**src/rtl/mul_fold_for_743.sv**
```systemverilog
// mul_fold_for_743: sequential shift-add multiplier for operands < Q.
// A product that reaches 2^OUT_W has the fold constant (a multiple of Q)
// subtracted once, so the result stays congruent to a*b mod Q and fits the
// downstream reducer's OUT_W-bit input.
module mul_fold_for_743 #(
  parameter int Q     = 743,
  parameter int W     = 10,
  parameter int OUT_W = 19,
  parameter int FOLD  = 47552
) (
  input  logic             clk,
  input  logic             rst,
  input  logic             in_valid,
  output logic             in_ready,
  input  logic [W-1:0]     in_a,
  input  logic [W-1:0]     in_b,
  output logic             out_valid,
  input  logic             out_ready,
  output logic [OUT_W-1:0] out_data,
  output logic             out_err
);

  localparam int CW = $clog2(W);
  localparam logic [W:0]       Q_C    = (W+1)'(Q);
  localparam logic [OUT_W:0]   FOLD_C = (OUT_W+1)'(FOLD);
  localparam logic [CW-1:0]    CNT_LAST = CW'(W-1);

  typedef enum logic [1:0] {
    S_IDLE = 2'd0,
    S_MUL  = 2'd1,
    S_FOLD = 2'd2,
    S_OUT  = 2'd3
  } state_t;

  state_t          state_r;
  state_t          state_s;
  logic [W-1:0]    a_r;
  logic [W-1:0]    b_r;
  logic [OUT_W:0]  acc_r;
  logic [CW-1:0]   cnt_r;
  logic            err_r;
  // FOLD spans two edges: the first applies the conditional subtraction to
  // acc, the second registers the output so out_data comes straight from flops.
  logic            fold_ph_r;

  logic            accept_s;
  logic [OUT_W:0]  a_ext_s;
  logic [OUT_W:0]  pp_s;
  logic [OUT_W:0]  fold_s;

  // Handshake, partial product and fold arithmetic.
  always_comb begin
    in_ready = (state_r == S_IDLE) && !rst;
    accept_s = in_valid && in_ready;
    a_ext_s  = {{(OUT_W+1-W){1'b0}}, a_r};
    if (b_r[cnt_r]) begin
      pp_s = a_ext_s << cnt_r;
    end else begin
      pp_s = {(OUT_W+1){1'b0}};
    end
    if (acc_r[OUT_W]) begin
      fold_s = acc_r - FOLD_C;
    end else begin
      fold_s = acc_r;
    end
  end

  // Next-state logic.
  always_comb begin
    state_s = state_r;
    case (state_r)
      S_IDLE: begin
        if (accept_s) state_s = S_MUL;
        else          state_s = S_IDLE;
      end
      S_MUL: begin
        if (cnt_r == CNT_LAST) state_s = S_FOLD;
        else                   state_s = S_MUL;
      end
      S_FOLD: begin
        if (fold_ph_r) state_s = S_OUT;
        else           state_s = S_FOLD;
      end
      S_OUT: begin
        if (out_ready) state_s = S_IDLE;
        else           state_s = S_OUT;
      end
      default: state_s = S_IDLE;
    endcase
  end

  // State register.
  always_ff @(posedge clk) begin
    if (rst) begin
      state_r <= S_IDLE;
    end else begin
      state_r <= state_s;
    end
  end

  // Operand capture, shift-add accumulation, fold and output registers.
  always_ff @(posedge clk) begin
    if (rst) begin
      a_r       <= {W{1'b0}};
      b_r       <= {W{1'b0}};
      acc_r     <= {(OUT_W+1){1'b0}};
      cnt_r     <= {CW{1'b0}};
      err_r     <= 1'b0;
      fold_ph_r <= 1'b0;
      out_data  <= {OUT_W{1'b0}};
      out_valid <= 1'b0;
      out_err   <= 1'b0;
    end else begin
      case (state_r)
        S_IDLE: begin
          if (accept_s) begin
            a_r       <= in_a;
            b_r       <= in_b;
            acc_r     <= {(OUT_W+1){1'b0}};
            cnt_r     <= {CW{1'b0}};
            err_r     <= ({1'b0, in_a} >= Q_C) || ({1'b0, in_b} >= Q_C);
            fold_ph_r <= 1'b0;
          end
        end
        S_MUL: begin
          // Runs all W steps even for out-of-range operands to keep latency fixed.
          acc_r <= acc_r + pp_s;
          cnt_r <= cnt_r + CW'(1);
        end
        S_FOLD: begin
          if (!fold_ph_r) begin
            acc_r     <= fold_s;
            fold_ph_r <= 1'b1;
          end else begin
            out_data  <= err_r ? {OUT_W{1'b0}} : acc_r[OUT_W-1:0];
            out_err   <= err_r;
            out_valid <= 1'b1;
            fold_ph_r <= 1'b0;
          end
        end
        S_OUT: begin
          if (out_ready) begin
            out_valid <= 1'b0;
            out_err   <= 1'b0;
          end
        end
        default: begin
          fold_ph_r <= 1'b0;
        end
      endcase
    end
  end

endmodule

```
**config.mk**
```make
export PLATFORM = sky130hd
export DESIGN_NAME = mul_fold_for_743
export DESIGN_NICKNAME = d
export VERILOG_FILES = /design/src/rtl/mul_fold_for_743.sv
export SDC_FILE = /design/constraint.sdc
export NUM_CORES = 1
export LEC_CHECK = 0
export ABC_CLOCK_PERIOD_IN_PS = 4000
export BUFFER_PORTS_ARGS = -buffer_cell sky130_fd_sc_hd__buf_2
export CORE_UTILIZATION = 30
export CTS_CLUSTER_DIAMETER = 30
export DETAILED_ROUTE_END_ITERATION = 16
export PLACE_DENSITY_LB_ADDON = 0.05
export SLEW_MARGIN = 20
export SYNTH_ARGS = -nofsm -noshare
export SYNTH_HDL_FRONTEND = slang
export SYNTH_SLANG_ARGS = --single-unit
```
**constraint.sdc**
```tcl
create_clock -name clk -period 4 [get_ports clk]
set_input_delay 0.2 -clock clk [delete_from_list [all_inputs] [get_ports clk]]
set_output_delay 0.2 -clock clk [all_outputs]
set_load 0.005 [all_outputs]
```
* Word-level counts from Yosys, hierarchy flattened
Cells that the tools add are included.
Word-level totals: register bits after elaboration 69, input port bits 24, output and inout port bits 22, logic and storage cells 66
Operators by class: $add $sub $neg 3, magnitude comparators 3, equal/unequal tests 9, shift-type cells 1, multiplexer cells 23, reduce and logical (&&, ||, !) cells 16
Operator list (number):
- 20-bit two-way mux | 4
- 20-bit case mux with 3 select lines | 1
- 20-bit adder | 1
- 10-bit greater-or-equal comparator (second input constant) | 2
- 10-bit by 4-bit << shifter with 20-bit output | 1
- 20-bit by 16-bit subtractor with 20-bit output (second input constant) | 1
- 19-bit two-way mux | 1
- 2-bit inequality test (second input constant) | 5
- 1-bit two-way mux | 8
- 2-bit case mux with 4 select lines | 1
- 4-bit case mux with 2 select lines | 1
- 2-bit AND reduction | 4
- 1-bit case mux with 2 select lines | 3
- 3-bit AND reduction | 2
- 2-bit nonzero test | 3
- 4-bit by 5-bit less-than comparator with 1-bit output (second input constant) | 1
- 4-bit by 1-bit adder with 4-bit output (second input constant) | 1
- 1-bit binary-select mux with 4-bit select | 1
- 2-bit equality test (second input constant) | 2
- 4-bit equality test (second input constant) | 1
- 2-bit two-way mux | 2
- 4-bit two-way mux | 1
- 4-bit AND reduction | 1
- 3-bit nonzero test | 1
- other kinds (5) | 6

* Logic depth before layout (Yosys ltp)
Gate-level depths: netlist of the first run.
depth after elaboration 5, mapped depth 15, mapped depth without buffers 13

* Worst setup path after synthesis of the first run
OpenSTA, ideal clock, no wires.
path type reg-to-reg, start point reg cnt_r[0], end point reg acc_r[16], setup time 115 ps, arrival 3176 ps, data required time 3885 ps, path slack 708 ps, cell stages (with the launch flop) 14, path buffers 1, clock period less this slack 3292 ps, path through dfxtp_1 -> mux4_2 -> nand3_1 -> and2_1 -> buf_2 -> nand2_1 -> and2_1 -> ha_1 -> and2_4 -> a221o_1 -> nand3b_1 -> a211o_1 -> a31o_1 -> a31o_1
On the way: cells in the longest elaborated chain, start to end 5, elaborated cells on any way between the ends 6, classes of those cells 1 x add/sub; 1 x shift; 4 x mux
Ends and longest elaborated chain:
- start, declared | line 40 | logic [CW-1:0] cnt_r;
- start signal, assigned | line 107 | cnt_r <= {CW{1'b0}};
- start signal, assigned | line 120 | cnt_r <= {CW{1'b0}};
- start signal, assigned | line 128 | cnt_r <= cnt_r + CW'(1);
- 1-bit binary-select mux with 4-bit select | line 56 | if (b_r[cnt_r]) begin
- 1-bit two-way mux (implied by the code) | line 56
- 20-bit two-way mux * | line 56
- 20-bit adder * | line 127 | acc_r <= acc_r + pp_s;
- 20-bit case mux with 3 select lines * | line 114 | case (state_r)
- end signal, assigned | line 119 | acc_r <= {(OUT_W+1){1'b0}};
- end signal, assigned | line 127
- end signal, assigned | line 132 | acc_r <= fold_s;
- end, declared | line 39 | logic [OUT_W:0] acc_r;
Mark *: on every way between the ends. The rest lies on a longest branch, timed or not. The select of a mux whose other input is x is not followed. A chain may end at the register's enable or synchronous reset.

* Worst setup path in the final report of the first run
start point reg cnt_r[1], end point reg acc_r[15]
The elaborated chain is that of the path after synthesis.

==> impl_results.md, run 1 <==
* First-pass GRT wire length at 23500 um
* Post-synth EDFFs at 0
* WP data required at 4.21 ns
* Max IR drop VDD at 0.213 mV
* Netlist cell types at 73
* Final setup viols at 0
* Final Max Tran Viols at 0
* Post-layout instance area at 0.00553 sq mm
* Share of cells above drive strength 1 at 13.5%
* Number of core rows at 46
* Port Buf Inserts at 45
* Count leader, synth: nand2_1
* CTS tree: done
* Yosys Warn Count at 0
* Critical Path End Type: flip-flop
* DRC viols at 0
* Num CTS Buffers at 9
* Area grow syn2layout at 13.8%
* Arr. time, crit path at 3.95 ns
* Vias in the first global route at 4221
* Sw Share at 27.8%
* FILL cells at 1704
* Detailed Route WL at 14900 um
* WHS Path Cells at 3
* GRT Total Usage at 18.5%
* Status: complete, no violations
* DIE WIDTH at 129 um
* Starting Density at 30.7%
* Post-CTS setup buffer count at 0
* GP Congestion at 0.896
* Asr flop ratio synth at 0%
* Most area-consuming cells after synthesis: dfxtp_1 28%, nand2_1 8.3%, ha_1 7.2%, a21oi_1 5.5%, nor2_1 4.5%
* Grt ovf at 0
* H-tree depth at 3
* I/O pins at 46
* F_max at 268 MHz
* CP delay by family, top: compound AO/OA/AOI/OAI gates
* Die area at 0.0167 sq mm
* Placed cell count at 870
* Post-DP Area at 0.00524 sq mm
* Core Area at 0.0158 sq mm
* Hold Crit Class: in2reg
* Comb power frac at 13.8%
* HPWL Detailed at 11400 um
* Largest net degree at the start of global routing at 44
* Worst Setup Start Kind: flip-flop
* Clock share of power at 45.0%
* Top cell type by total area after synthesis: dfxtp_1
* Final min period at 3.74 ns
* Worst skew pair latency at 0.34 ns
* Internal power at 1300 uW
* Clock skew at 0.00580 ns
* Nets@finish at 718
* Mapped Area at 0.00486 sq mm
* Max Root-Sink Buffers at 2
* Average size of a mapped cell at 7.58 sq um
* Net Switching at 499 uW
* Crit path largest cell delay at 0.52 ns
* Final hold slack at 0.0658 ns
* Initial antenna violation count at 0
* Max-cap violations at 0
* R2r worst-path depth at 14
* Worst setup path end: acc_r[15]$_SDFFE_PP0P_
* Final Core Density at 34.9%
* Synth cell count leaders: 108 x nand2_1, 69 x dfxtp_1, 58 x nor2_1
* Slowest cell on crit path: dfxtp_1
* Post-Synthesis Net Count at 694
* CP Buf/Inv Count at 1
* Hold Fails Final Rpt at 0
* Clock sinks at 69
* Post-synthesis sequential area ratio at 28.4%
* Synth Flop Type: dfxtp_1
* Flops & latches, synth at 69
* Die extent in y at 129 um
* RSZ-0062 raised after global routing: no
* Critical-path maximum fanout at 9
* Slew @ Worst Pin at 0.748 ns
* Flop pwr share at 41.2%
* CTS clock-pin slew for the worst setup and hold paths at 0.06 ns
* Setup TNS at 0 ns
* CTS root buf: clkbuf_16
* DR vias at 4640
* Kind of critical path: reg2reg
* Rel. slew slack at 50.1%
* FF-to-FF End: acc_r[15]$_SDFFE_PP0P_
* Crit path cell chain: buf_4, mux2i_1, mux2i_1, nor2b_1, a31oi_1, nor2b_1, o221ai_1, ha_2, a21o_1, a31oi_1, and3_1, and3_1, o41ai_1, o21ai_1
* Area fraction of the dominant cell type after synthesis at 28.4%
* Critical Path Stages at 14
* DR vias/cell at 5.24
* Worst r2r src: cnt_r[1]$_SDFFE_PP0P_
* # diodes at 0
* Leakage Power at 0.00210 uW
* Non-filler cells in the finished layout at 885
* Starting DRT DRC Count at 316
* Worst Setup SP: cnt_r[1]$_SDFFE_PP0P_
* Tcrit/Tclk final at 93.4%
* DRT Pass-1 Iters at 4
* Detail Route Antenna Nets at 0
* Reg2reg setup slack at 0.26 ns
* Post-Synthesis Cells at 641
* Wire per inst at 16.8 um
* Power per Cell Area at 325 mW/mm^2
worst min-delay path by stage:
stage	slack, ns	start	endpoint
6_report	0.07	in_a[9]	a_r[9]$_SDFFE_PP0P_
5_1_grt	0.07	in_a[9]	a_r[9]$_SDFFE_PP0P_
4_1_cts	0.06	in_b[2]	b_r[2]$_SDFFE_PP0P_
3_5_place_dp	0.41	in_b[9]	b_r[9]$_SDFFE_PP0P_
3_3_place_gp	0.41	in_b[9]	b_r[9]$_SDFFE_PP0P_
2_1_floorplan	0.31	in_a[0]	a_r[0]$_SDFFE_PP0P_
sequential cells by signal (all words and copies together) (netlist names):
name / flops
err_r: 1
cnt_r: 4
state_r: 2
out_err: 1
fold_ph_r: 1
out_data: 19
a_r: 10
out_valid: 1
b_r: 10
acc_r: 20
layer usage:
metal / GRT usage [%] / part of all wire [%] / up-vias
li1: - / - / 2366
met1: 25.3 / 50 / 2164
met2: 28.9 / 45 / 92
met3: 3.01 / 3.3 / 18
met4: 7.34 / 2.0 / 0
met5: 0 / 0 / -
cells by family (layout without fill, tap and decap cells):
family          after synthesis  after routing  synth area share (%)
buf+inv                      57             85                  5.02
flops                        69             69                  28.4
mux                          25             25                  5.82
simple gates                263            263                  25.5
fa+ha+maj                    29             29                  7.62
xor+xnor                     10             10                  1.80
compound gates              188            188                  25.8
cell type report:
class	instances	area, sq um	area share, %
Multi-Input combinational cell	515	3240	58.5
Sequential cell	69	1380	25.0
Timing Repair Buffer	53	285	5.16
Tap cell	216	270	4.89
Clock buffer	11	243	4.39
Inverter	17	63.8	1.15
Clock inverter	4	48.8	0.883
layout by cell type, fill, tap and decap left out, types with 3 or more instances in the layout:
cell type,synthesis,layout
nand2_1,108,108
dfxtp_1,69,69
nor2_1,58,58
a21oi_1,53,53
buf_2,6,45
o21ai_0,39,39
ha_1,28,27
nand3b_1,18,18
mux2i_1,17,17
inv_1,16,16
o22ai_1,16,16
nand3_1,15,15
nor3_1,14,14
a31oi_1,9,9
nand4_1,9,9
clkbuf_16,0,9
nand2b_1,8,8
buf_4,0,8
nor2b_1,6,6
mux2_2,6,6
a311oi_1,6,6
o211ai_1,6,6
and3_1,5,5
o21ai_1,5,5
a21o_1,5,5
xor2_1,5,5
xnor2_1,5,5
a22oi_1,5,5
and2_1,4,4
o21a_1,4,4
o2111ai_1,4,4
a211o_1,4,4
o211a_1,3,3
a31o_1,3,3
or3_1,3,3
tightest hold or removal path, cell delays in order:
cell and delay [ns]:
buf_2 0.08, nand2_1 0.04, o21ai_0 0.05
through the flow:
step           total power (uW)  worst slack (ns)
2_1_floorplan               925             0.708
3_3_place_gp               1000             0.409
3_5_place_dp               1000             0.297
4_1_cts                    1820             0.247
5_1_grt                    1880            0.0518
6_report                   1800             0.264
power groups by stage:
stage          clock network, uW  registers, uW  logic [uW]
6_report                     808            739         248
5_1_grt                      860            744         276
4_1_cts                      830            740         251
3_5_place_dp                   0            755         249
3_3_place_gp                   0            755         249
2_1_floorplan                  0            740         185
what timing repair did:
| item | CTS | global route |
|---|---|---|
| gates resized for setup | 0 | 1 |
| hold buffers | 0 | 0 |
| setup endpoints to repair | 0 | 1 |
No activity file was read; power rests on OpenSTA's default activity.
==> inputs of run 2 (changes only) <==
--- a/config.mk
+++ b/config.mk
@@ -10,7 +10,7 @@
 export CORE_UTILIZATION = 30
 export CTS_CLUSTER_DIAMETER = 30
 export DETAILED_ROUTE_END_ITERATION = 16
-export PLACE_DENSITY_LB_ADDON = 0.05
+export PLACE_DENSITY = 0.54
 export SLEW_MARGIN = 20
 export SYNTH_ARGS = -nofsm -noshare
 export SYNTH_HDL_FRONTEND = slang
==> impl_results.md, run 2 (synthesized netlist as in run 1, its figures left out) <==
* Status: complete, no violations (unchanged)
* I/O pins at 46 (unchanged)
* Wire per inst at 15.6 um (was 16.8 um)
* Grt ovf at 0 (unchanged)
* Slew @ Worst Pin at 0.891 ns (was 0.748 ns)
* Critical Path Stages at 12 (was 14)
* Arr. time, crit path at 3.86 ns (was 3.95 ns)
* WP data required at 4.24 ns (was 4.21 ns)
* Starting DRT DRC Count at 285 (was 316)
* RSZ-0062 raised after global routing: no (unchanged)
* Post-layout instance area at 0.00549 sq mm (was 0.00553 sq mm)
* Net Switching at 471 uW (was 499 uW)
* Tcrit/Tclk final at 90.6% (was 93.4%)
* Worst skew pair latency at 0.34 ns (about the same)
* HPWL Detailed at 10500 um (was 11400 um)
* Crit path largest cell delay at 0.56 ns (was 0.52 ns)
* Max reg flops at 20 (unchanged)
* CTS root buf: clkbuf_16 (unchanged)
* Max IR drop VDD at 0.261 mV (was 0.213 mV)
* Leakage Power at 0.00208 uW (was 0.00210 uW)
* DR vias/cell at 5.35 (was 5.24)
* Die extent in y at 129 um (unchanged)
* Critical Path End Type: flip-flop (unchanged)
* Crit path cell chain: mux4_2, nand3_1, and2_1, nand2_1, and2_1, ha_1, and2_4, a221o_1, nand3b_1, a211o_1, a31o_1, a31o_1 (was buf_4, mux2i_1, mux2i_1, nor2b_1, a31oi_1, nor2b_1, o221ai_1, ha_2, a21o_1, a31oi_1, and3_1, and3_1, o41ai_1, o21ai_1)
* CP Buf/Inv Count at 0 (was 1)
* Clock sinks at 69 (unchanged)
* Num CTS Buffers at 9 (unchanged)
* Commonest non-fill, non-tap cell in the layout: nand2_1 (unchanged)
* DIE WIDTH at 129 um (unchanged)
* Final min period at 3.62 ns (was 3.74 ns)
* CTS tree: done (unchanged)
* Detailed Route WL at 13800 um (was 14900 um)
* GP Congestion at 0.884 (was 0.896)
* Internal power at 1270 uW (was 1300 uW)
* Clock share of power at 43.4% (was 45.0%)
* R2r worst-path depth at 12 (was 14)
* DRC viols at 0 (unchanged)
* Largest net degree at the start of global routing at 44 (unchanged)
* Share of cells above drive strength 1 at 12.9% (was 13.5%)
* Port Buf Inserts at 45 (unchanged)
* H-tree depth at 3 (unchanged)
* Final Max Tran Viols at 0 (unchanged)
* Detail Route Antenna Nets at 0 (unchanged)
* Vias in the first global route at 4382 (was 4221)
* Hold Crit Class: in2reg (unchanged)
* Nets@finish at 716 (was 718)
* Final setup viols at 0 (unchanged)
* Area grow syn2layout at 13.0% (was 13.8%)
* GRT Total Usage at 17.4% (was 18.5%)
* Largest register by flop count: acc_r (unchanged)
* Clock skew at 0.0102 ns (was 0.00580 ns)
* Worst Setup Start Kind: flip-flop (unchanged)
* Kind of critical path: reg2reg (unchanged)
* WHS Path Cells at 3 (unchanged)
* F_max at 276 MHz (was 268 MHz)
* Rel. slew slack at 40.6% (was 50.1%)
* Slowest cell on crit path: mux4_2 (was dfxtp_1)
* Placed cell count at 868 (was 870)
* Flop pwr share at 42.6% (was 41.2%)
* Number of core rows at 46 (unchanged)
* Hold Fails Final Rpt at 0 (unchanged)
* CTS clock-pin slew for the worst setup and hold paths at 0.06 ns (about the same)
* CP delay by family, top: simple AND/OR/NAND/NOR gates (was compound AO/OA/AOI/OAI gates)
* Initial antenna violation count at 0 (unchanged)
* Top flop regs: acc_r x20, out_data x19 (unchanged)
* Core Area at 0.0158 sq mm (unchanged)
* Max Root-Sink Buffers at 2 (unchanged)
* Non-filler cells in the finished layout at 881 (was 885)
* Critical-path maximum fanout at 9 (unchanged)
* Setup TNS at 0 ns (unchanged)
* Commonest non-fill, non-tap cells in the layout: 108 x nand2_1, 68 x dfxtp_1, 58 x nor2_1, 53 x a21oi_1, 45 x buf_2 (was 108 x nand2_1, 69 x dfxtp_1, 58 x nor2_1, 53 x a21oi_1, 45 x buf_2)
* Starting Density at 30.7% (unchanged)
* Die area at 0.0167 sq mm (unchanged)
* Post-DP Area at 0.00522 sq mm (was 0.00524 sq mm)
* First-pass GRT wire length at 22600 um (was 23500 um)
* Comb power frac at 14.1% (was 13.8%)
* Max-cap violations at 0 (unchanged)
* Post-CTS Hold Buffers at 0 (unchanged)
* Power per Cell Area at 317 mW/mm^2 (was 325 mW/mm^2)
* DR vias at 4711 (was 4640)
* DRT Pass-1 Iters at 5 (was 4)
* # diodes at 0 (unchanged)
* Sw Share at 27.1% (was 27.8%)
[run 2: timing repair]
action,CTS,global route
resized for setup,0,1
setup buffers,0,0
setup endpoints to repair,0,1
[run 2: worst paths after layout]
check	from	end	slack, ns
max	cnt_r[0]$_SDFFE_PP0P_	acc_r[16]$_SDFFE_PP0P_	0.38
min	in_a[9]	a_r[9]$_SDFFE_PP0P_	0.07
max reg2reg	cnt_r[0]$_SDFFE_PP0P_	acc_r[16]$_SDFFE_PP0P_	0.38
min reg2reg	out_data[12]$_SDFFE_PP0P_	out_data[12]$_SDFFE_PP0P_	0.45
[run 2: final cells by class]
class / count / area, sq um
clock inverter: 3 / 40.0
inverter: 17 / 63.8
sequential: 69 / 1380
multi-input combinational: 515 / 3230
tap: 216 / 270
timing repair buffer: 51 / 270
fill: 1656 / 10300
clock buffer: 10 / 229
[run 2: worst min-delay path, delay by kind of cell]
kind                   cells  cell delay, ns
AOI/OAI and AO/OA          1            0.05
and+or+nand+nor            1            0.04
buffers and inverters      1            0.08
[run 2: power by group through the flow]
| stage | combinational [uW] | clock, uW | sequential (uW) |
|---|---|---|---|
| after CTS | 245 | 774 | 742 |
| after global placement | 240 | 0 | 756 |
| final | 245 | 755 | 741 |
| after floorplan | 185 | 0 | 740 |
| after global routing | 274 | 808 | 745 |
| after detailed placement | 244 | 0 | 757 |
[run 2: per-layer routing]
layer  wire length (um)  track usage, %
met1               6530            22.8
met2               6180            28.2
met4                214            5.54
met5                  0               0
met3                830            3.84
[run 2: per-stage QoR]
step / total power [uW] / worst slack, ns / util [%] / hold WS [ns]
after floorplan: 925 / 0.708 / - / 0.309
after global placement: 996 / 0.371 / 33.0 / 0.409
after detailed placement: 1000 / 0.253 / 33.0 / 0.410
after CTS: 1760 / 0.250 / 34.7 / 0.0590
after global routing: 1830 / 0.0898 / 34.7 / 0.0806
final: 1740 / 0.375 / 34.7 / 0.0699
